--- config.mk ---
export PLATFORM = sky130hd
export DESIGN_NAME = ncl_sync_source
export DESIGN_NICKNAME = d
export VERILOG_FILES = /design/src/rtl/ncl_sync_source.sv
export SDC_FILE = /design/constraint.sdc
export NUM_CORES = 1
export LEC_CHECK = 0
export BUFFER_PORTS_ARGS = -buffer_cell sky130_fd_sc_hd__buf_2
export CORE_MARGIN = 4
export CORE_UTILIZATION = 28
export CTS_BUF_LIST = sky130_fd_sc_hd__clkbuf_4 sky130_fd_sc_hd__clkbuf_8
export DETAILED_ROUTE_END_ITERATION = 10
export PLACE_DENSITY_LB_ADDON = 0.3
export SLEW_MARGIN = 20
export SYNTH_ARGS = -nofsm -noshare
export SYNTH_HDL_FRONTEND = slang
export SYNTH_SLANG_ARGS = --single-unit
--- constraint.sdc ---
create_clock -name clk -period 1.75 [get_ports clk]
set_clock_uncertainty 0.1 [all_clocks]
set_input_delay 0.175 -clock clk [delete_from_list [all_inputs] [get_ports clk]]
set_output_delay 0.175 -clock clk [all_outputs]
set_load 0.005 [all_outputs]
--- src/rtl/ncl_sync_source.sv ---
// Clocked-to-NCL boundary stage: issues binary words as alternating DATA/NULL dual-rail
// wavefronts, each paced by the synchronised completion of the downstream NCL stage.
module ncl_sync_source #(
    parameter int WIDTH       = 4,
    parameter int SYNC_STAGES = 2,
    parameter int CNT_W       = 16
) (
    input  logic                 clk,
    input  logic                 init_n,
    input  logic                 in_valid,
    output logic                 in_ready,
    input  logic [WIDTH-1:0]     in_data,
    output logic [2*WIDTH-1:0]   z,
    input  logic                 zcomp,
    output logic [CNT_W-1:0]     tok_cnt,
    output logic                 proto_err
);

    // state     | meaning
    // WAIT_NULL | z is NULL, waiting for downstream to report NULL (zs==0)
    // IDLE      | z is NULL, ring empty, ready for the next word
    // WAIT_DATA | z holds DATA, waiting for downstream to report DATA (zs==1)
    typedef enum logic [1:0] {
        WAIT_NULL = 2'd0,
        IDLE      = 2'd1,
        WAIT_DATA = 2'd2
    } state_t;

    state_t                 state, state_nxt;
    logic [SYNC_STAGES-1:0] sync_q;
    logic                   zs, zs_q;
    logic [2*WIDTH-1:0]     z_nxt, enc;
    logic [CNT_W-1:0]       tok_nxt;
    logic                   err_nxt;

    assign zs = sync_q[SYNC_STAGES-1];

    always_ff @(posedge clk or negedge init_n) begin
        if (!init_n) begin
            sync_q <= '0;
            zs_q   <= 1'b0;
        end else begin
            sync_q <= {sync_q[SYNC_STAGES-2:0], zcomp};
            zs_q   <= zs;
        end
    end

    always_comb begin
        enc = '0;
        for (int i = 0; i < WIDTH; i++) begin
            enc[2*i+1] = in_data[i];
            enc[2*i]   = ~in_data[i];
        end
    end

    always_ff @(posedge clk or negedge init_n) begin
        if (!init_n) begin
            state     <= WAIT_NULL;
            z         <= '0;
            tok_cnt   <= '0;
            proto_err <= 1'b0;
        end else begin
            state     <= state_nxt;
            z         <= z_nxt;
            tok_cnt   <= tok_nxt;
            proto_err <= err_nxt;
        end
    end

    // Edge checks use the registered zs so a level held across states is not misread.
    always_comb begin
        state_nxt = state;
        z_nxt     = z;
        tok_nxt   = tok_cnt;
        err_nxt   = proto_err;
        in_ready  = 1'b0;
        case (state)
            WAIT_NULL: begin
                z_nxt = '0;
                if (!zs) state_nxt = IDLE;
            end
            IDLE: begin
                in_ready = ~zs;
                if (zs && !zs_q) err_nxt = 1'b1;
                if (in_valid && !zs) begin
                    z_nxt     = enc;
                    tok_nxt   = tok_cnt + CNT_W'(1);
                    state_nxt = WAIT_DATA;
                end
            end
            WAIT_DATA: begin
                if (!zs && zs_q) err_nxt = 1'b1;
                if (zs) begin
                    z_nxt     = '0;
                    state_nxt = WAIT_NULL;
                end
            end
            default: begin
                z_nxt     = '0;
                state_nxt = WAIT_NULL;
            end
        endcase
    end

endmodule

# After elaboration in Yosys (flattened, before gate mapping)
# Cells that the tools add are included.
[word_totals]
register_bits = 30
out_inout_bits = 26
[op_classes]
addsub = 1
n_eq_ne = 7
muxes = 11
bitwise_logic = 5
n_reduce_logical = 11
[op_table]
columns = ["cell", "count"]
rows = [
  ["adder 16 x 1 -> 16 bit, second input constant", 1],
  ["2-to-1 mux 8 bit", 2],
  ["case mux 8 bit (2 select lines)", 1],
  ["!= test 2 bit, second input constant", 5],
  ["2-to-1 mux 2 bit", 3],
  ["case mux 2 bit (3 select lines)", 1],
  ["AND reduction 3 bit", 2],
  ["inverter 1 bit", 5],
  ["AND reduction 2 bit", 2],
  ["logical AND 1 bit", 3],
  ["2-to-1 mux 1 bit", 3],
  ["equality test 2 x 1 -> 1 bit, second input constant", 1],
  ["equality test 2 bit, second input constant", 1],
  ["zero test 1 bit", 2],
  ["zero test 2 bit", 1],
  ["case mux 1 bit (2 select lines)", 1],
  ["nonzero test 2 bit", 1],
]

# Depth between registers and ports, before layout
[depth]
ltp_word = 4
mapped_depth = 5

# Worst setup path before layout
# Ideal clock, no wire load.
[synth_timing]
path_kind = "flip-flop to flip-flop"
from = "register tok_cnt[0]"
to = "register tok_cnt[14]"
arrival_ns = 1.496
required_ns = 1.571
path_slack_ns = 0.075
stages_incl_launch_ff = 6
synth_period_minus_slack_ns = 1.675
path_cell_list = "dfrtp_1 > ha_1 > inv_1 > or4_4 > nor3_2 > xor2_1"
[synth_between]
elab_chain_len = 1
[synth_rtl]
columns = ["item", "line", "rtl"]
rows = [
  ["start: declaration", "15", "output logic [CNT_W-1:0] tok_cnt,"],
  ["start signal: assignment", "65", "tok_cnt <= tok_nxt;"],
  ["adder 16 x 1 -> 16 bit", "87", "tok_nxt = tok_cnt + CNT_W'(1);"],
]
# No other way between the ends.
# A chain may end at the register's enable or synchronous reset.

# Final worst setup path
[layout_timing]
from = "register sync_q[1]"
to = "register tok_cnt[14]"
[layout_between]
elab_chain_len = 3
[layout_rtl]
columns = ["item", "line", "rtl"]
rows = [
  ["start: declaration", "30", "logic [SYNC_STAGES-1:0] sync_q;"],
  ["start signal: assignment", "43", "sync_q <= {sync_q[SYNC_STAGES-2:0], zcomp};"],
  ["zero test 1 bit", "85", "if (in_valid && !zs) begin"],
  ["logical AND 1 bit", "85", ""],
  ["AND reduction 2 bit (no line)", "--", ""],
]
# No other way between the ends.

==> results.cfg <==
[synthesis]
postSynthAreaPerCell_um2 = 11.82
synthesis.yosys.warnings = 0
syn_area_mm2 = 0.001217
synth_top_cell_area_share = 0.6166
postSynthNetCount = 112
netlist_instances = 103
synth_seq_area_share = 0.6166
largest_area_contributor_in_the_synthesized_netlist = dfrtp_1
ys_seq_elements = 30
synth_area_leaders = dfrtp_1 62%, xnor2_1 6.5%, nand2_1 4.3%, xor2_1 4.3%, a22o_1 2.9%
count_of_different_cell_masters_after_synthesis = 26

[clock_network]
insertion_delay_ps = 290
clock_tree.htree_level_count = 2
post-cts-setup-buffer-count = 0
cts_tree = yes
cts_max_path_buffers = 2
clkTransAtPathRegs_ps = 70
cts_inserted_buffers = 5
clock_sink_count = 30
cts_root_buffer = clkbuf_8

[setup_path]
cp-start-kind = flip-flop
worst-endpoint-required_ps = 1860
endpoint_kind = flip-flop
timing.critical_path.to = tok_cnt[14]
max_stage_delay_ps = 560
timing.critical_path.slowest_stage_cell = or4_4
timing.critical_path.fanout_max = 4
timing.critical_path.cells = nand4bb_4, or4_4, nor3_2, xor2_1
critical_path_class = reg2reg
sum_of_buffers_and_inverters_on_the_critical_path = 0
reg2reg_from = sync_q[1]
crit-reg2reg-capture = tok_cnt[14]
cp.depth = 4
critical_path.top_delay_family = simple AND/OR/NAND/NOR gates
worstRegToRegCells = 4
reg2reg_setup_slack_ps = 100
timing.critical_path.arrival_ps = 1750
worst_setup_path_startpoint = sync_q[1]

[flow_run]
timing.max_cap.violations = 0

[sta]
maxSlewViolCount = 0
final_hold_viol_count = 0
slew_headroom = 0.5671
grt_setup_unrepaired = false
timing.final.crit_period_ps = 1649
final-setup-viol-count = 0
timing.final.crit_share = 0.9423
tightest_slew_ps = 649.4
setup-tns-final_ps = 0
max_clock_freq_mhz = 606.4

[die]
row_count = 23
die-width_um = 73.94
design.die.area_mm2 = 0.005467
core_region_area_mm2 = 0.004115
die-height_um = 73.94
initial_utilization = 0.2958
io_pins = 34

[final_layout]
multi_input_area_um2 = 480.5
layout.cells.most_common = buf_2
final-seq-area_um2 = 750.7
drive_above_1_share = 0.3439
finish.net_count = 165
diodes = 0
flow.area_growth_from_synthesis_pct = 39.16
num-fill-cells = 404
layout.cells.most_common_list = 33 x buf_2, 30 x dfrtp_1, 14 x nand2_1

[routing]
drt_iter0_markers = 30
routed-via-count = 951
routed_via_density = 4.594
wire_per_inst_um = 13.28
detail-route-antenna-nets = 0
drt-total-wl_um = 2748
route.detailed.drc = 0
drt-pass1-iter-count = 4

[power_and_ir_drop]
p_sw_uw = 528.7
clock_power_share = 0.365
swShare = 0.2761
power_report.internal_total_mw = 1.386
max-vdd-ir-drop_v = 0.0003603
combinationalPowerShare = 0.201
power.density_cell_area_mw_per_mm2 = 1130
power.share.sequential = 0.435
fin_total_pwr_mw = 1.915
cellLeakagePower_nw = 0.8415

[grt]
grt_pass1_wl_um = 4692
overflow = 0
antenna_found_initial = 0
largest_net_degree_at_the_start_of_global_routing = 31
globalRouteTotalUtil = 0.1165
grt_pass1_vias = 977

[placed_design]
gpl.final_weighted_congestion = 0.7752
portBuffers = 33
dp_hpwl_um = 2073

[min_path]
timing.hold.worst.class = in2reg

[outcome]
run_status = finished clean
[sequential cells by signal, indices dropped and copies added (netlist names)]
name / cells
tok_cnt: 16
z: 8
state: 2
sync_q: 2
proto_err: 1
zs_q: 1
[through the flow]
step / setup slack, ps / cells / util / hold slack (ps) / instance area, um^2
5_1_grt: 6.206 / 207 / 0.4117 / 11.88 / 1694
2_1_floorplan: 75.16 / 103 / - / -220.6 / 1217
6_report: 100.9 / 207 / 0.4117 / 7.562 / 1694
3_3_place_gp: 120.7 / 194 / 0.3664 / 137.5 / 1508
4_1_cts: 40.16 / 207 / 0.4062 / 2.214 / 1672
3_5_place_dp: 68.72 / 194 / 0.3664 / 147.7 / 1508
[worst min path at each step]
stage	startpoint	endpoint	slack, ps	depth (start not counted)
6_report	in_data[2]	z[4]	8	2
5_1_grt	in_data[2]	z[4]	10	2
4_1_cts	in_data[2]	z[4]	2	2
3_5_place_dp	init_n	tok_cnt[15]	150	1
3_3_place_gp	init_n	z[6]	140	1
2_1_floorplan	init_n	proto_err	-220	0
[cell usage after synthesis, drive strengths merged]
master,number
nor2,5
and3,2
buf,1
nand4,5
o21ai,4
nand3,3
or4,1
or3,1
a211oi,1
nor4,2
xor2,6
dfrtp,30
nand2,14
ha,1
nand4bb,1
a22o,4
nand3b,1
nor3,2
o22ai,1
inv,1
a21oi,1
nor3b,2
nor2b,3
nand2b,2
xnor2,9
[what timing repair did]
action                                  4_1_cts  5_1_grt
endpoints found under the setup margin        0        3
hold buffers                                  5        0
resized for setup                             0        2
hold endpoints to repair                     34        0
[routing by layer]
| layer | vias up | part of all wire | GRT usage |
|---|---|---|---|
| li1 | 464 | - | - |
| met1 | 457 | 0.42 | 0.1353 |
| met5 | - | 0 | 0 |
| met3 | 5 | 0.053 | 0.03649 |
| met2 | 25 | 0.49 | 0.1811 |
| met4 | 0 | 0.032 | 0.08451 |
[power by group through the flow]
stage | Clock (mW) | Sequential [mW] | Combinational (mW)
4_1_cts | 0.722 | 0.829 | 0.382
6_report | 0.698 | 0.833 | 0.384
5_1_grt | 0.756 | 0.845 | 0.437
3_3_place_gp | 0 | 0.838 | 0.367
2_1_floorplan | 0 | 0.862 | 0.141
3_5_place_dp | 0 | 0.841 | 0.373
[kinds of logic (layout without fill, tap and decap cells)]
logic type,count (synthesis),count (layout),synth area share
flip-flops,30,30,0.6166
XOR/XNOR,15,15,0.1079
AO/OA/AOI/OAI,11,11,0.06064
buffers and inverters,2,56,0.007187
AND/OR/NAND/NOR,44,44,0.1973
adder cells (fa/ha/maj),1,1,0.01028
[worst reg2reg max path, delay by kind of cell, from the launching register on]
family | cells | cell delay (ps)
xor gates and xnor gates | 1 | 160
and+or+nand+nor | 3 | 940
DFF | 1 | 370
[layout make-up]
cell class / instances / share of cell area
clock buffer: 5 / 0.04062
multi-input combinational: 71 / 0.2836
timing repair buffer: 47 / 0.1669
inverter: 1 / 0.002216
clock inverter: 3 / 0.02659
sequential: 30 / 0.4431
tap: 50 / 0.03693
No activity file was read; power rests on OpenSTA's default activity.
